--- config.mk ---
export PLATFORM = sky130hd
export DESIGN_NAME = multi_port_adapter_flat
export DESIGN_NICKNAME = d
export VERILOG_FILES = /design/src/rtl/multi_port_adapter_pkg.sv /design/src/rtl/multi_port_adapter_if.sv /design/src/rtl/multi_port_adapter_timer.sv /design/src/rtl/multi_port_adapter.sv /design/src/flat_wrapper.sv
export SDC_FILE = /design/constraint.sdc
export NUM_CORES = 1
export LEC_CHECK = 0
export CAP_MARGIN = 20
export CORE_ASPECT_RATIO = 1.2
export CORE_UTILIZATION = 28
export CTS_CLUSTER_SIZE = 30
export DETAILED_ROUTE_END_ITERATION = 16
export DONT_BUFFER_PORTS = 1
export PLACE_DENSITY = 0.51
export SLEW_MARGIN = 20
export SYNTH_ARGS = -nofsm -noshare
export SYNTH_HDL_FRONTEND = slang
export SYNTH_SLANG_ARGS = --single-unit
--- constraint.sdc ---
create_clock -name clk -period 1.9 [get_ports clk]
set_input_delay 0.19 -clock clk [delete_from_list [all_inputs] [get_ports clk]]
set_output_delay 0.19 -clock clk [all_outputs]
set_load 0.05 [all_outputs]
--- src/rtl/multi_port_adapter_pkg.sv ---
// Shared register map, bit indices and read helper for the multi-port 6502 adapter.
// Optional edge interrupts are enabled with the PORT_EDGE_IRQ_EN macro (see top level).
package multi_port_adapter_pkg;

    localparam logic [3:0] REG_T_LO = 4'h8;
    localparam logic [3:0] REG_T_HI = 4'h9;
    localparam logic [3:0] REG_CTRL = 4'hA;
    localparam logic [3:0] REG_IFR  = 4'hB;
    localparam logic [3:0] REG_IER  = 4'hC;

    localparam int unsigned CTRL_CONT = 0;
    localparam int unsigned CTRL_RUN  = 1;

    localparam int unsigned IFR_TIMER     = 0;
    localparam int unsigned IFR_EDGE_BASE = 1;
    localparam int unsigned IFR_WIDTH     = 5;

    // Output bits come from the output register, input bits from the pins.
    function automatic logic [7:0] port_read(input logic [7:0] out_v,
                                             input logic [7:0] dir_v,
                                             input logic [7:0] pin_v);
        return (out_v & dir_v) | (pin_v & ~dir_v);
    endfunction

endpackage

--- src/rtl/multi_port_adapter_if.sv ---
// CPU-side register bus of the multi-port adapter: select, strobes, data and IRQ line.
// Build option PORT_EDGE_IRQ_EN does not change this interface.
interface multi_port_adapter_if;

    logic       chip_en;
    logic       wrt_en;
    logic [3:0] register_select;
    logic [7:0] data_in;
    logic [7:0] data_out;
    logic       irq_n;

    modport master (
        output chip_en, wrt_en, register_select, data_in,
        input  data_out, irq_n
    );

    modport slave (
        input  chip_en, wrt_en, register_select, data_in,
        output data_out, irq_n
    );

endinterface

--- src/rtl/multi_port_adapter_timer.sv ---
// Reloadable down-counter: LATCH, COUNT, RUN/CONT control and the expiry pulse.
// Unaffected by the PORT_EDGE_IRQ_EN build option.
module adapter_timer
    import multi_port_adapter_pkg::*;
#(
    parameter int unsigned TIMER_WIDTH = 16
) (
    input  logic                   clk,
    input  logic                   reset,
    input  logic                   we_lo,
    input  logic                   we_hi,
    input  logic                   we_ctrl,
    input  logic [7:0]             wdata,
    output logic [TIMER_WIDTH-1:0] count,
    output logic                   run,
    output logic                   cont,
    output logic                   expire
);

    logic [TIMER_WIDTH-1:0] latch_q, latch_d;
    logic [TIMER_WIDTH-1:0] count_q, count_d;
    logic                   run_q, run_d;
    logic                   cont_q, cont_d;

    // Expiry depends only on current state, so a same-edge write never hides it.
    assign expire = run_q && (count_q == '0);

    always_comb begin
        latch_d = latch_q;
        count_d = count_q;
        run_d   = run_q;
        cont_d  = cont_q;
        if (run_q) begin
            if (!expire)
                count_d = count_q - TIMER_WIDTH'(1);
            else if (cont_q)
                count_d = latch_q;
            else
                run_d = 1'b0;
        end
        if (we_ctrl) begin
            cont_d = wdata[CTRL_CONT];
            run_d  = wdata[CTRL_RUN];
        end
        if (we_lo)
            latch_d[7:0] = wdata;
        if (we_hi) begin
            latch_d[TIMER_WIDTH-1:8] = wdata[TIMER_WIDTH-9:0];
            count_d = latch_d;
            run_d   = 1'b1;
        end
    end

    always_ff @(posedge clk or negedge reset) begin
        if (!reset) begin
            latch_q <= '1;
            count_q <= '1;
            run_q   <= 1'b0;
            cont_q  <= 1'b0;
        end else begin
            latch_q <= latch_d;
            count_q <= count_d;
            run_q   <= run_d;
            cont_q  <= cont_d;
        end
    end

    assign count = count_q;
    assign run   = run_q;
    assign cont  = cont_q;

endmodule

--- src/rtl/multi_port_adapter.sv ---
// NUM_PORTS GPIO ports with DDRs, a down-counter timer and IFR/IER-driven active-low IRQ.
// Define PORT_EDGE_IRQ_EN to add synchronised falling-edge interrupts on each port's pin 0.
module multi_port_adapter
    import multi_port_adapter_pkg::*;
#(
    parameter int unsigned NUM_PORTS   = 2,
    parameter int unsigned TIMER_WIDTH = 16,
    parameter logic [7:0]  RESET_DDR   = 8'h00
) (
    input  logic                   clk,
    input  logic                   reset,
    multi_port_adapter_if.slave    bus,
    input  logic [8*NUM_PORTS-1:0] port_in,
    output logic [8*NUM_PORTS-1:0] port_out,
    output logic [8*NUM_PORTS-1:0] port_dir
);

    localparam int unsigned PW = 8 * NUM_PORTS;
`ifdef PORT_EDGE_IRQ_EN
    localparam logic [IFR_WIDTH-1:0] IRQ_MASK = 5'b11111;
`else
    localparam logic [IFR_WIDTH-1:0] IRQ_MASK = 5'b00001;
`endif

    logic                   wr;
    logic [PW-1:0]          out_q, out_d, ddr_q, ddr_d;
    logic [IFR_WIDTH-1:0]   ifr_q, ifr_d, ier_q, ier_d;
    logic [IFR_WIDTH-1:0]   ifr_set, ifr_clr, edge_set;
    logic                   irq_n_q, irq_n_d;
    logic [TIMER_WIDTH-1:0] count;
    logic                   run, cont, expire;
    logic [7:0]             rdata;

    assign wr = bus.chip_en && bus.wrt_en;

    adapter_timer #(.TIMER_WIDTH(TIMER_WIDTH)) u_timer (
        .clk     (clk),
        .reset   (reset),
        .we_lo   (wr && (bus.register_select == REG_T_LO)),
        .we_hi   (wr && (bus.register_select == REG_T_HI)),
        .we_ctrl (wr && (bus.register_select == REG_CTRL)),
        .wdata   (bus.data_in),
        .count   (count),
        .run     (run),
        .cont    (cont),
        .expire  (expire)
    );

`ifdef PORT_EDGE_IRQ_EN
    logic [NUM_PORTS-1:0] sync1_q, sync1_d, sync2_q, sync2_d, prev_q, prev_d;

    always_comb begin
        sync1_d  = '0;
        edge_set = '0;
        for (int unsigned p = 0; p < NUM_PORTS; p++) begin
            sync1_d[p] = port_in[8*p];
            edge_set[IFR_EDGE_BASE+p] = prev_q[p] & ~sync2_q[p];
        end
        sync2_d = sync1_q;
        prev_d  = sync2_q;
    end

    always_ff @(posedge clk or negedge reset) begin
        if (!reset) begin
            sync1_q <= '0;
            sync2_q <= '0;
            prev_q  <= '0;
        end else begin
            sync1_q <= sync1_d;
            sync2_q <= sync2_d;
            prev_q  <= prev_d;
        end
    end
`else
    assign edge_set = '0;
`endif

    always_comb begin
        out_d   = out_q;
        ddr_d   = ddr_q;
        ier_d   = ier_q;
        ifr_clr = '0;
        if (wr) begin
            for (int unsigned p = 0; p < NUM_PORTS; p++) begin
                if (bus.register_select == 4'(2*p))
                    out_d[8*p +: 8] = bus.data_in;
                if (bus.register_select == 4'(2*p+1))
                    ddr_d[8*p +: 8] = bus.data_in;
            end
            if (bus.register_select == REG_IFR)
                ifr_clr = bus.data_in[IFR_WIDTH-1:0];
            if (bus.register_select == REG_IER)
                ier_d = bus.data_in[IFR_WIDTH-1:0] & IRQ_MASK;
        end
        ifr_set = edge_set;
        ifr_set[IFR_TIMER] = expire;
        // Sets are OR-ed in after the clear so a same-edge event survives.
        ifr_d   = ((ifr_q & ~ifr_clr) | ifr_set) & IRQ_MASK;
        irq_n_d = ~|(ifr_d & ier_d);
    end

    always_comb begin
        rdata = '0;
        for (int unsigned p = 0; p < NUM_PORTS; p++) begin
            if (bus.register_select == 4'(2*p))
                rdata = port_read(out_q[8*p +: 8], ddr_q[8*p +: 8], port_in[8*p +: 8]);
            if (bus.register_select == 4'(2*p+1))
                rdata = ddr_q[8*p +: 8];
        end
        case (bus.register_select)
            REG_T_LO: rdata = count[7:0];
            REG_T_HI: rdata = 8'(count[TIMER_WIDTH-1:8]);
            REG_CTRL: rdata = {6'b0, run, cont};
            REG_IFR:  rdata = {3'b0, ifr_q};
            REG_IER:  rdata = {3'b0, ier_q};
            default:  ;
        endcase
    end

    always_ff @(posedge clk or negedge reset) begin
        if (!reset) begin
            out_q   <= '0;
            ddr_q   <= {NUM_PORTS{RESET_DDR}};
            ifr_q   <= '0;
            ier_q   <= '0;
            irq_n_q <= 1'b1;
        end else begin
            out_q   <= out_d;
            ddr_q   <= ddr_d;
            ifr_q   <= ifr_d;
            ier_q   <= ier_d;
            irq_n_q <= irq_n_d;
        end
    end

    assign bus.data_out = rdata;
    assign bus.irq_n    = irq_n_q;
    assign port_out     = out_q;
    assign port_dir     = ddr_q;

endmodule

--- src/flat_wrapper.sv ---
// flat-port wrapper written by rule: the top's interface ports become plain ports
module multi_port_adapter_flat import multi_port_adapter_pkg::*;
#(
    parameter int unsigned NUM_PORTS   = 2,
    parameter int unsigned TIMER_WIDTH = 16,
    parameter logic [7:0]  RESET_DDR   = 8'h00
)
  (clk, reset, port_in, port_out, port_dir, bus_chip_en, bus_wrt_en, bus_register_select, bus_data_in, bus_data_out, bus_irq_n);
  multi_port_adapter_if bus_i ();
  input  logic clk;
  input  logic reset;
  input  logic [8*NUM_PORTS-1:0] port_in;
  output logic [8*NUM_PORTS-1:0] port_out;
  output logic [8*NUM_PORTS-1:0] port_dir;
  input wire logic [$bits(bus_i.chip_en)-1:0] bus_chip_en;
  input wire logic [$bits(bus_i.wrt_en)-1:0] bus_wrt_en;
  input wire logic [$bits(bus_i.register_select)-1:0] bus_register_select;
  input wire logic [$bits(bus_i.data_in)-1:0] bus_data_in;
  output wire logic [$bits(bus_i.data_out)-1:0] bus_data_out;
  output wire logic [$bits(bus_i.irq_n)-1:0] bus_irq_n;
  assign bus_i.chip_en = bus_chip_en;
  assign bus_i.wrt_en = bus_wrt_en;
  assign bus_i.register_select = bus_register_select;
  assign bus_i.data_in = bus_data_in;
  assign bus_data_out = bus_i.data_out;
  assign bus_irq_n = bus_i.irq_n;
  multi_port_adapter #(.NUM_PORTS(NUM_PORTS), .TIMER_WIDTH(TIMER_WIDTH), .RESET_DDR(RESET_DDR)) u_core (.clk(clk), .reset(reset), .bus(bus_i), .port_in(port_in), .port_out(port_out), .port_dir(port_dir));
endmodule
## Word-level counts from Yosys, hierarchy flattened

Cells that the tools add are included.

| storage, ports and cells | value |
|---|---|
| input bits | 32 |
| logic and storage cells | 68 |
| register bits | 73 |
| output and inout port bits | 41 |

| operators by class | value |
|---|---|
| $add $sub $neg | 1 |
| reduce and logical (&&, ||, !) cells | 15 |
| bitwise gates (word level) | 12 |
| eq/ne operators | 9 |
| muxes and demuxes | 19 |

Operator list:

| cell | count |
|---|---|
| 16-bit 2-to-1 mux | 4 |
| 8-bit 2-to-1 mux | 5 |
| 8-bit one-hot mux with 5 select lines | 1 |
| 8-bit AND | 4 |
| 4-bit == test (second input constant) | 5 |
| 16-bit logical NOT | 1 |
| 8-bit inverter | 2 |
| 8-bit OR | 2 |
| 16-bit by 1-bit subtractor with 16-bit output (second input constant) | 1 |
| 5-bit 2-to-1 mux | 2 |
| 2-bit AND reduction | 5 |
| 4-bit by 2-bit == test with 1-bit output (second input constant) | 2 |
| 1-bit 2-to-1 mux | 7 |
| 1-bit by 5-bit AND with 5-bit output | 1 |
| 1-bit logical AND | 5 |
| 5-bit OR reduction | 1 |
| 4-bit by 1-bit == test with 1-bit output (second input constant) | 1 |
| 4-bit logical NOT | 1 |
| 3-bit inequality test (second input constant) | 1 |
| 2-bit nonzero test | 1 |
| 1-bit AND | 1 |
| 1-bit logical NOT | 1 |
| 1-bit inverter | 1 |
| 1-bit OR | 1 |

## Logic depth before layout (Yosys ltp)

| logic depth | value |
|---|---|
| word-level depth | 9 |
| gate-level depth with buffers | 8 |
| gate-level depth less buffers | 7 |

## Hierarchy

A second synthesis with hierarchy kept.

| second synthesis, totals | value |
|---|---|
| cell total of the unflattened synthesis | 414 |
| area, all modules | 4251.6 um2 |

By module, submodules not included:

| module | area each (um2) | times used | cells each | seq. area each (um2) |
|---|---|---|---|---|
| multi_port_adapter | 2134.5 | 1 | 209 | 877.1 |
| adapter_timer | 2117.0 | 1 | 205 | 890.9 |

## Least setup slack after synthesis

Ideal clock, no wire load.

| timing path | value |
|---|---|
| path kind | reg2out |
| start point | reg u_core.ddr_q[0] (netlist: u_core.port_dir[0]) |
| end point | out bus_data_out[0] |
| stages on the path, launching flop included | 6 |
| required time | 1710 ps |
| path slack | -560 ps |
| buffers on the path | 0 |
| arrival time | 2270 ps |
| cells stage by stage | dfrtp_1 nor3b_1 nor3_1 a311oi_1 a21oi_1 o21ai_0 |

| between the ends | value |
|---|---|
| longest elaborated chain between the ends | 8 |
| elaborated cells between the ends (all ways) | 9 |
| those cells by class | 5 x mux; 4 x bitwise |

RTL lines:

| what | line | text |
|---|---|---|
| from (decl) | multi_port_adapter.sv:26 | `logic [PW-1:0] out_q, out_d, ddr_q, ddr_d;` |
| from (signal assigned) | multi_port_adapter.sv:123 | `ddr_q <= {NUM_PORTS{RESET_DDR}};` |
| from (signal assigned) | multi_port_adapter.sv:129 | `ddr_q <= ddr_d;` |
| 8-bit inverter | multi_port_adapter_pkg.sv:22 | `return (out_v & dir_v) \| (pin_v & ~dir_v);` |
| 8-bit AND | multi_port_adapter_pkg.sv:22 |  |
| 8-bit OR | multi_port_adapter_pkg.sv:22 |  |
| 8-bit 2-to-1 mux | multi_port_adapter.sv:105 | `if (bus.register_select == 4'(2*p))` |
| 8-bit 2-to-1 mux (*) | multi_port_adapter.sv:107 | `if (bus.register_select == 4'(2*p+1))` |
| 8-bit 2-to-1 mux (*) | multi_port_adapter.sv:105 |  |
| 8-bit 2-to-1 mux (*) | multi_port_adapter.sv:107 |  |
| 8-bit one-hot mux with 5 select lines (*) | multi_port_adapter.sv:110 | `case (bus.register_select)` |
| to (decl) | flat_wrapper.sv:19 | `output wire logic [$bits(bus_i.data_out)-1:0] bus_data_out;` |

Mark *: on every way between the ends. The rest lies on a longest branch, timed or not.

## Worst setup path after layout

| timing path | value |
|---|---|
| start point | reg u_core.u_timer.count_q[8] (netlist: u_core.u_timer.count[8]) |
| end point | reg u_core.u_timer.count_q[12] (netlist: u_core.u_timer.count[12]) |

| between the ends | value |
|---|---|
| longest elaborated chain between the ends | 5 |
| elaborated cells between the ends (all ways) | 8 |
| those cells by class | 1 x add/sub; 1 x eq/ne; 3 x mux; 3 x reduce/logical |

RTL lines:

| what | line | text |
|---|---|---|
| from (decl) | multi_port_adapter_timer.sv:21 | `logic [TIMER_WIDTH-1:0] count_q, count_d;` |
| from (signal assigned) | multi_port_adapter_timer.sv:62 | `count_q <= count_d;` |
| parallel branches: the longest is 5 deep, another holds 16-bit by 1-bit subtractor with 16-bit output | n/a |  |

Several ways; the timed one is not identified. The select of a mux whose other input is x is not followed.
A chain may end at the register's enable or synchronous reset.

==> results.py <==
metrics = {
    "clocking": {
        "cts_tree": "yes",
        "cts_root_buffer": "clkbuf_16",
        "cts_sinks": 69,
        "cts_buffers": 9,
        "insertion_delay_ns": 0.33,
        "cts_buffer_depth": 2,
        "clk_pin_slew_ns": 0.06,
        "cts_max_level": 3,
    },
    "outcome": {
        "violations": "DRC, setup timing",
        "outcome": "finished with violations",
    },
    "global_route": {
        "grt-ovfl-total": 0,
        "grt_max_degree": 70,
        "antenna_found_initial": 0,
        "grt_pass1_wl_um": 19700,
        "grt_pass1_vias": 3472,
        "grt_use_total": 0.174,
    },
    "sta": {
        "max_freq_ghz": 0.509,
        "hold-worst-slack_ns": 0.00966,
        "period_needed_ns": 1.96,
        "fin_crit_sh": 1.03,
        "relSlewSlack": 0.640,
        "hold_viol_final": 0,
        "layout_setup_ws_ns": -0.0640,
        "finalSetupViolCount": 6,
        "fin_skew_ns": 0.00659,
        "grt_setup_unrepaired": "true",
        "worst_pin_slew_ns": 0.538,
        "final-max-slew-violation-count": 0,
    },
    "placed_design": {
        "port_buffers": 0,
        "dp_hpwl_um": 8700,
        "place_area_mm2": 0.00475,
        "pre_cts_ws_ns": -0.179,
        "gp_congestion": 0.919,
    },
    "setup_path": {
        "critPathMaxFanout": 4,
        "r2r_end": "u_core.u_timer.count[12]",
        "crit_path_end_kind": "flop",
        "startpoint": "u_core.u_timer.count[8]",
        "endpoint": "u_core.u_timer.count[12]",
        "arrival_ns": 2.22,
        "worst-setup-path-type": "flop to flop",
        "cp.required_ns": 2.15,
        "timing.rr.start": "u_core.u_timer.count[8]",
        "ff2ff_path_depth": 5,
        "cp-start-kind": "flop",
        "r2r_setup_slack_ns": -0.06,
    },
    "cells_and_area": {
        "fin_area_mm2": 0.00551,
        "post-route-util": 0.397,
        "antenna_cells": 0,
        "synthToLayoutAreaGrowth_pct": 37.4,
        "drive_gt1_frac": 0.453,
        "fin_nets": 526,
    },
    "synthesis": {
        "netlist_instances": 407,
        "yosys.cell_types.count": 64,
        "synth-seq-cells": 69,
        "synth-warning-count": 0,
        "ys.flop_type": "dfrtp_1",
        "synth_edf_count": 0,
        "synth_area_per_cell_um2": 9.86,
        "synthArstFlopShare": 1.00,
        "synth.net_count": 441,
        "syn_area_mm2": 0.00401,
        "synth_seq_area_share": 0.441,
    },
    "detailed_routing": {
        "wire_per_inst_um": 19.5,
        "drtPass1Iterations": 10,
        "totalWireLength_um": 13000,
        "via_per_inst": 5.29,
        "drt_iter0_markers": 224,
        "num_vias": 3531,
        "antenna_left": 0,
        "drc": 2,
    },
    "pwr": {
        "leakagePower_uw": 0.00231,
        "p_total_uw": 6940,
        "power_density_mw_per_mm2": 1260,
        "vdd.ir_drop.worst_v": 0.000677,
    },
    "die": {
        "die_w_um": 111,
        "dieArea_mm2": 0.0148,
        "die_y_um": 133,
        "initial_core_util": 0.289,
        "core_area_mm2": 0.0139,
        "io_pins": 73,
        "num_rows": 47,
    },
    "flow_run": {
        "maxCapViolations": 0,
    },
    "worst_hold_path": {
        "hp-class": "primary input to flop",
        "min_delay_path_depth": 1,
    },
}
-- cells in the mapped netlist, drive strengths merged (2+ instances only) --
cell | n | share of area
a211o | 4 | 0.0087
a21oi | 17 | 0.021
a22o | 2 | 0.0044
a2bb2oi | 7 | 0.015
a311oi | 2 | 0.0044
a31oi | 4 | 0.0062
a32oi | 2 | 0.0044
and2 | 2 | 0.0031
and3 | 2 | 0.0031
buf | 13 | 0.027
clkbuf | 15 | 0.014
dfrtp | 36 | 0.22
dfstp | 33 | 0.22
ha | 2 | 0.0062
inv | 7 | 0.0066
mux2 | 43 | 0.12
mux2i | 7 | 0.017
nand2 | 56 | 0.053
nand2b | 4 | 0.0062
nand3 | 9 | 0.011
nand3b | 2 | 0.0037
nand4 | 5 | 0.0094
nor2 | 33 | 0.031
nor2b | 4 | 0.0062
nor3 | 10 | 0.012
nor3b | 2 | 0.0037
nor4 | 8 | 0.025
nor4b | 2 | 0.0059
o211ai | 3 | 0.0056
o21a | 3 | 0.0056
o21ai | 30 | 0.037
o22ai | 5 | 0.0078
o31a | 2 | 0.0047
o31ai | 4 | 0.0075
o41ai | 2 | 0.0044
or2 | 3 | 0.0047
or4 | 2 | 0.0056
xnor2 | 5 | 0.011
-- how the worst min path moves through the flow --
| stage | endpoint | slack, ns | startpoint |
|---|---|---|---|
| detailed placement | u_core.port_out[14] | -0.1 | reset |
| finish | u_core.port_out[3] | 0.01 | bus_data_in[3] |
| global placement | u_core.port_out[14] | -0.1 | reset |
| floorplan | u_core.ier_q[0] | -0.11 | reset |
| CTS | u_core.port_out[8] | 0.0001 | bus_data_in[0] |
| global route | u_core.port_dir[5] | 0.0002 | bus_data_in[5] |
-- routing by layer --
metal / vias up / global-route usage / routed length [um]
met5: - / 0 / 0
met4: 0 / 0.0638 / 215
met3: 14 / 0.0323 / 515
met2: 89 / 0.309 / 6790
met1: 1769 / 0.208 / 5520
li1: 1659 / - / -
-- critical path, cell delays in order (launching register included) --
cell     delay [ns]
dfstp_2        0.38
or4_4          0.58
nor4_4         0.17
nand4_1        0.27
a211o_1        0.33
a31oi_1        0.16
-- metrics by stage --
stage,instances,TNS (ns)
detailed placement,626,-1.35
finish,668,-0.233
global placement,626,-0.602
global route,668,-0.739
CTS,657,-0.169
floorplan,407,-0.419
-- cell usage in the layout (no fill, tap or decap), types with 3 or more instances in the layout --
cell            n
buf_12          3
o21a_1          3
mux2_2         43
buf_6           9
a31oi_1         4
o21ai_0        23
o21ai_1         6
o22ai_4         3
o211ai_1        3
nand3_1         9
mux2i_1         7
nand2b_1        4
nor2b_1         4
nor2_1         31
a21oi_2         4
nor3_1         10
a2bb2oi_1       7
or2_2           3
dfrtp_1        35
a21oi_1        13
inv_1           5
nor4_4          4
xnor2_1         5
buf_4          72
nand2_1        54
clkbuf_16       9
a211o_1         4
dfstp_2        33
dlygate4sd3_1  15
nand4_1         4
-- area by class of cell --
cell class,instances,area [um2]
Multi-Input combinational cell,305,2300
Clock buffer,9,225
Timing Repair Buffer,100,880
Sequential cell,69,1770
Clock inverter,7,98.8
Fill cell,1379,8370
Inverter,7,26.3
Tap cell,171,214
-- cell families (layout without fill, tap and decap cells) --
family,count (synthesis),count (layout),synth area share
buffers and inverters,35,123,0.0471
multiplexers,51,51,0.144
flip-flops,69,69,0.441
AO/OA/AOI/OAI,94,94,0.152
XOR/XNOR,6,6,0.0131
AND/OR/NAND/NOR,150,152,0.197
adder cells (fa/ha/maj),2,2,0.00624
-- sequential cells by signal, indices dropped and copies added (netlist names) --
signal                  count
u_core.port_dir            16
u_core.u_timer.run          1
u_core.ier_q                1
u_core.u_timer.latch_q     16
u_core.port_out            16
u_core.u_timer.count       16
u_core.u_timer.cont         1
u_core.bus.irq_n            1
u_core.ifr_q                1
-- report_power, final --
part / internal [uW] / switching [uW]
logic: 1230 / 1560
clock network: 1160 / 669
registers: 1960 / 366
-- what timing repair did --
| item | in CTS | in global routing |
|---|---|---|
| cloned | 0 | 2 |
| endpoints found under the hold margin | 90 | 10 |
| hold buffers | 11 | 5 |
| gates resized for setup | 20 | 24 |
| pin swaps | 9 | 18 |
| buffers inserted | 5 | 4 |
| setup endpoints to repair | 20 | 18 |
No activity file was read; power rests on OpenSTA's default activity.
